`src/rtl/jk_counter_ctrl_if.sv`:
```
// Command port bundle for jk_counter_ctrl: valid/ready handshake with opcode and data.
// Optional JK_CTRL_DOWN_EN adds cmd_dir (1 = down-count, sampled with RUN).
interface jk_counter_ctrl_if #(
  parameter int WIDTH = 3
);
  logic             cmd_valid;
  logic             cmd_ready;
  logic [1:0]       cmd_op;
  logic [WIDTH-1:0] cmd_data;
`ifdef JK_CTRL_DOWN_EN
  logic             cmd_dir;

  modport master (output cmd_valid, output cmd_op, output cmd_data, output cmd_dir, input cmd_ready);
  modport slave  (input cmd_valid, input cmd_op, input cmd_data, input cmd_dir, output cmd_ready);
`else
  modport master (output cmd_valid, output cmd_op, output cmd_data, input cmd_ready);
  modport slave  (input cmd_valid, input cmd_op, input cmd_data, output cmd_ready);
`endif
endinterface

```
`src/rtl/jk_counter_ctrl.sv`:
```
// Command-driven sequencer producing J/K drives for an external WIDTH-bit JK flip-flop counter bank.
// Optional JK_CTRL_DOWN_EN enables down-counting selected by cmd_dir on RUN.
module jk_counter_ctrl #(
  parameter int WIDTH = 3
) (
  input  logic             clk,
  input  logic             rst,
  jk_counter_ctrl_if.slave cmd,
  input  logic [WIDTH-1:0] q_in,
  output logic [WIDTH-1:0] j,
  output logic [WIDTH-1:0] k,
  output logic             busy,
  output logic             done,
  output logic             err
);

  localparam logic [1:0] OP_CLEAR = 2'b00;
  localparam logic [1:0] OP_LOAD  = 2'b01;
  localparam logic [1:0] OP_RUN   = 2'b10;
  localparam logic [1:0] OP_STOP  = 2'b11;

  typedef enum logic [2:0] {
    S_INIT,
    S_IDLE,
    S_CLEAR,
    S_LOAD,
    S_RUN,
    S_DONE
  } state_t;

  state_t           state_q, state_d;
  logic [WIDTH-1:0] data_q;
  logic             latch_data;
  logic             done_d, err_d;
  logic             ready;
  logic             accept;
  logic             at_target;
  logic [WIDTH-1:0] carry_src;
  logic [WIDTH-1:0] toggle;

  assign cmd.cmd_ready = ready;
  assign accept        = cmd.cmd_valid & ready;
  assign at_target     = (q_in == data_q);

`ifdef JK_CTRL_DOWN_EN
  logic dir_q;

  always_ff @(posedge clk or posedge rst) begin
    if (rst) begin
      dir_q <= 1'b0;
    end else if (latch_data && cmd.cmd_op == OP_RUN) begin
      dir_q <= cmd.cmd_dir;
    end
  end

  // Down-count toggles bit i when all lower bits are zero.
  assign carry_src = dir_q ? ~q_in : q_in;
`else
  assign carry_src = q_in;
`endif

  always_comb begin
    toggle    = '0;
    toggle[0] = 1'b1;
    for (int unsigned i = 1; i < WIDTH; i++) begin
      toggle[i] = toggle[i-1] & carry_src[i-1];
    end
  end

  always_ff @(posedge clk or posedge rst) begin
    if (rst) begin
      state_q <= S_INIT;
      data_q  <= '0;
      done    <= 1'b0;
      err     <= 1'b0;
    end else begin
      state_q <= state_d;
      done    <= done_d;
      err     <= err_d;
      if (latch_data) begin
        data_q <= cmd.cmd_data;
      end
    end
  end

  always_comb begin
    state_d    = state_q;
    ready      = 1'b0;
    busy       = 1'b1;
    latch_data = 1'b0;
    done_d     = 1'b0;
    err_d      = 1'b0;
    j          = '0;
    k          = '0;
    case (state_q)
      S_INIT: begin
        k       = '1;
        state_d = S_IDLE;
      end
      S_IDLE: begin
        ready = 1'b1;
        busy  = 1'b0;
        if (accept) begin
          case (cmd.cmd_op)
            OP_CLEAR: state_d = S_CLEAR;
            OP_LOAD: begin
              state_d    = S_LOAD;
              latch_data = 1'b1;
            end
            OP_RUN: begin
              state_d    = S_RUN;
              latch_data = 1'b1;
            end
            default: state_d = S_IDLE;
          endcase
        end
      end
      S_CLEAR: begin
        k       = '1;
        state_d = S_IDLE;
      end
      S_LOAD: begin
        j       = data_q;
        k       = ~data_q;
        state_d = S_IDLE;
      end
      S_RUN: begin
        ready = 1'b1;
        err_d = accept && (cmd.cmd_op != OP_STOP);
        // Reaching the target takes priority over a simultaneous STOP.
        if (at_target) begin
          state_d = S_DONE;
          done_d  = 1'b1;
        end else begin
          j = toggle;
          k = toggle;
          if (accept && cmd.cmd_op == OP_STOP) begin
            state_d = S_IDLE;
          end
        end
      end
      S_DONE: begin
        busy    = 1'b0;
        state_d = S_IDLE;
      end
      default: state_d = S_INIT;
    endcase
  end

endmodule

```
`src/flat_wrapper.sv`:
```
// flat-port wrapper written by rule: the top's interface ports become plain ports
module jk_counter_ctrl_flat 
#(
  parameter int WIDTH = 3
)
  (clk, rst, q_in, j, k, busy, done, err, cmd_cmd_valid, cmd_cmd_op, cmd_cmd_data, cmd_cmd_ready);
  jk_counter_ctrl_if #(.WIDTH(WIDTH)) cmd_i ();
  input  logic clk;
  input  logic rst;
  input  logic [WIDTH-1:0] q_in;
  output logic [WIDTH-1:0] j;
  output logic [WIDTH-1:0] k;
  output logic busy;
  output logic done;
  output logic err;
  input wire logic [$bits(cmd_i.cmd_valid)-1:0] cmd_cmd_valid;
  input wire logic [$bits(cmd_i.cmd_op)-1:0] cmd_cmd_op;
  input wire logic [$bits(cmd_i.cmd_data)-1:0] cmd_cmd_data;
  output wire logic [$bits(cmd_i.cmd_ready)-1:0] cmd_cmd_ready;
  assign cmd_i.cmd_valid = cmd_cmd_valid;
  assign cmd_i.cmd_op = cmd_cmd_op;
  assign cmd_i.cmd_data = cmd_cmd_data;
  assign cmd_cmd_ready = cmd_i.cmd_ready;
  jk_counter_ctrl #(.WIDTH(WIDTH)) u_core (.clk(clk), .rst(rst), .cmd(cmd_i), .q_in(q_in), .j(j), .k(k), .busy(busy), .done(done), .err(err));
endmodule
```
`config.mk`:
```
export PLATFORM = sky130hd
export DESIGN_NAME = jk_counter_ctrl_flat
export DESIGN_NICKNAME = d
export VERILOG_FILES = /design/src/rtl/jk_counter_ctrl_if.sv /design/src/rtl/jk_counter_ctrl.sv /design/src/flat_wrapper.sv
export SDC_FILE = /design/constraint.sdc
export NUM_CORES = 1
export LEC_CHECK = 0
export CAP_MARGIN = 20
export CORE_UTILIZATION = 39
export DETAILED_ROUTE_END_ITERATION = 10
export GPL_TIMING_DRIVEN = 0
export PLACE_DENSITY_LB_ADDON = 0.12
export SYNTH_ARGS = -nofsm -noshare
export SYNTH_HDL_FRONTEND = slang
export SYNTH_SLANG_ARGS = --single-unit
```
`constraint.sdc`:
```
create_clock -name clk -period 1.55 [get_ports clk]
set_clock_uncertainty 0.05 [all_clocks]
set_input_delay 0.3875 -clock clk [delete_from_list [all_inputs] [get_ports clk]]
set_output_delay 0.3875 -clock clk [all_outputs]
set_load 0.02 [all_outputs]
```
==> out/results.txt <==
Switch share: 37.1%
Hpwl dp: 1060 um
Largest net degree at the start of global routing: 11
GRT Total Usage: 20.9%
Power Internal: 625 uW
CP startpoint kind: flop
Post-Synthesis Cell Area: 623 um^2
CP required: 1.11 ns
Hold Crit Class: input pin to async pin
Syn Area/Cell: 9.59 um^2
Final Hold Viols: 0
Routability cong.: 0.836
CTS buffer count: 3
Clock root buffer: clkbuf_4
Arrival @ worst endpoint: 1.55 ns
P_leak: 0.512 nW
First-pass DRT Iterations: 4
Core footprint: 1510 um^2
Reg2Reg Setup Slack: 0.10 ns
H-tree depth: 1
Ant diodes: 0
Fmax: 503 MHz
Final setup viols: 8
Die Footprint: 1760 um^2
Row cnt: 14
Combinational Power Share: 54.0%
First-pass GRT wire length: 2790 um
Buffer and inverter count on the worst path: 2
Drt wl/cell: 13.6 um
Setup tns final: -2.31 ns
Max_cap viols: 0
Slowest stage cell on the critical path: dfrtp_1
Power Density: 926 nW/um^2
Initial Util: 41.4%
Setup crit end kind: primary output
DRC: 0
Vias in the first global route: 660
Synthesized flop and latch total: 8
Chip Width: 42.0 um
Share of layout cells above drive strength 1: 46.0%
Worst skew pair latency: 0.25 ns
Flop pwr share: 30.3%
Netlist cell types: 29
Initial antenna violation count: 0
Num ports: 21
CP Cell Sequence: buf_6 > nand2b_4 > a311o_1 > o22ai_4 > buf_6
DR iter-0 viols: 6
Hold Buf Count CTS: 0
NetSw: 369 uW
Outcome: complete, but fails checks
Post-synthesis sequential area ratio: 32.1%
CTS tree: done
Layout area overhead: 72.1%
Clock buffer depth: 2
Reg2reg path depth: 6
Violated checks: negative setup slack
Unrepaired setup endpoints after global routing: true
Routed Wire Length: 1580 um
Yosys Warn Count: 0
Slowest cell delay on critical path: 0.38 ns
Via count: 620
Worst slew pin tran: 0.315 ns
Crit Path Category: flop to primary output
Final worst slack: -0.440 ns
Critical path's top delay family: compound AO/OA/AOI/OAI gates
Pre-CTS setup slack: -1.11 ns
Grt total ovfl: 0
Final min period: 1.99 ns
Vias per cell: 5.34
Max VDD drop: 0.681 mV
Port bufs: 20
Most common cell after layout, fill and taps aside: buf_4
CTS clock-pin slew for the worst setup and hold paths: 0.05 ns
Final Max Tran Viols: 0
Fin crit share: 128%
Most frequent cell on the critical path: buf_6
Die height: 42.0 um
Most frequent cells in the layout: buf_4, dlygate4sd2_1, buf_6, inv_1
Fin nets: 118
# clock sinks: 8
Cells after Synth: 65
Rel. slew slack: 78.7%
Final ANT Viol Nets: 0
Max Fanout on Critical Path: 3
Reg-to-Reg End: u_core.state_q[2]
Mapped Nets: 81
Worst r2r src: u_core.state_q[0]
Clk pwr share: 15.7%
## layer usage
metal	up-vias	global-route usage, %	share of wire, %
met1	297	24.7	44
met3	0	1.72	3.0
met4	0	10.3	0
met5	-	0	0
li1	308	-	-
met2	15	37.8	53
## worst max-delay path by stage
stage | to | slack [ns] | cells past startpoint | from
2_1_floorplan | j[2] | -0.12 | 4 | u_core.state_q[0]
3_3_place_gp | j[2] | -1.09 | 5 | q_in[2]
3_5_place_dp | j[2] | -1.11 | 5 | q_in[2]
4_1_cts | j[2] | -0.44 | 5 | u_core.state_q[0]
5_1_grt | j[2] | -0.49 | 5 | u_core.state_q[0]
6_report | j[2] | -0.44 | 5 | u_core.state_q[0]
## synthesized netlist by cell type
cell	n	share of area, %
nand3_1	3	2.4
xnor2_1	3	4.2
buf_6	1	1.8
a21oi_1	2	1.6
nand4b_2	1	2.4
a31oi_1	2	2.0
a21boi_0	2	2.4
inv_1	6	3.6
a311o_1	1	1.6
o32ai_1	1	1.4
o41ai_1	1	1.4
mux2_1	3	5.4
nand2b_1	7	7.0
ha_1	5	10
nor2b_4	1	2.2
o22ai_2	1	2.0
a221oi_1	1	1.4
nor4_1	1	1.0
o31ai_1	1	1.2
and3_1	1	1.0
nand2_1	3	1.8
clkbuf_1	1	0.60
a32o_1	1	1.6
nor2_1	4	2.4
a21o_1	1	1.2
nor3b_2	1	2.0
or2_1	1	1.0
o22ai_1	1	1.0
dfrtp_1	8	32
## flip-flops by register name, indices dropped and copies added (netlist names)
signal and count:
u_core.data_q 3, u_core.done 1, u_core.err 1, u_core.state_q 3
## logic make-up (layout without fill, tap and decap cells)
| kind of cell | after synthesis | in the layout | share of synthesized area [%] |
|---|---|---|---|
| AO/OA/AOI/OAI | 15 | 15 | 18.9 |
| AND/OR/NAND/NOR | 23 | 23 | 23.3 |
| buffers and inverters | 8 | 43 | 6.02 |
| flip-flops | 8 | 8 | 32.1 |
| multiplexers | 3 | 3 | 5.42 |
| adder cells (fa/ha/maj) | 5 | 5 | 10.0 |
| XOR/XNOR | 3 | 3 | 4.22 |
## layout make-up
cell class                      instances  area, um^2
Buffer                                  2        26.3
Clock buffer                            3        22.5
Fill cell                             118         434
Inverter                                6        22.5
Multi-Input combinational cell         49         500
Sequential cell                         8         205
Tap cell                               16        20.0
Timing Repair Buffer                   32         275
## power by group through the flow
stage	Clock [mW]	Sequential [mW]	Combinational [mW]
floorplan	0	0.286	0.258
global placement	0	0.301	0.383
detailed placement	0	0.301	0.391
CTS	0.163	0.298	0.491
global route	0.173	0.309	0.576
finish	0.156	0.301	0.537
## stage by stage
stage,cell area (um^2),hold slack (ns),utilization [%],power [mW],cells
2_1_floorplan,664,0.153,-,0.544,65
3_5_place_dp,885,0.523,58.7,0.692,101
3_3_place_gp,885,0.529,58.7,0.684,101
6_report,1070,0.327,71.2,0.993,116
4_1_cts,1020,0.334,67.8,0.952,114
5_1_grt,1070,0.368,71.2,1.06,116
## worst register-to-register path, stage by stage, from the launching register on
cell      delay (ns)
dfrtp_1         0.38
buf_6           0.13
buf_4           0.13
buf_6           0.11
nand2b_4        0.14
buf_4           0.13
a221oi_1        0.28
## what timing repair did
| action | 4_1_cts | 5_1_grt |
|---|---|---|
| resized for setup | 57 | 15 |
| setup buffers | 10 | 2 |
| setup endpoints to repair | 13 | 8 |
| endpoints found under the hold margin | 0 | 0 |
| pin swaps | 7 | 5 |
Power figures use the tool's default switching activity.
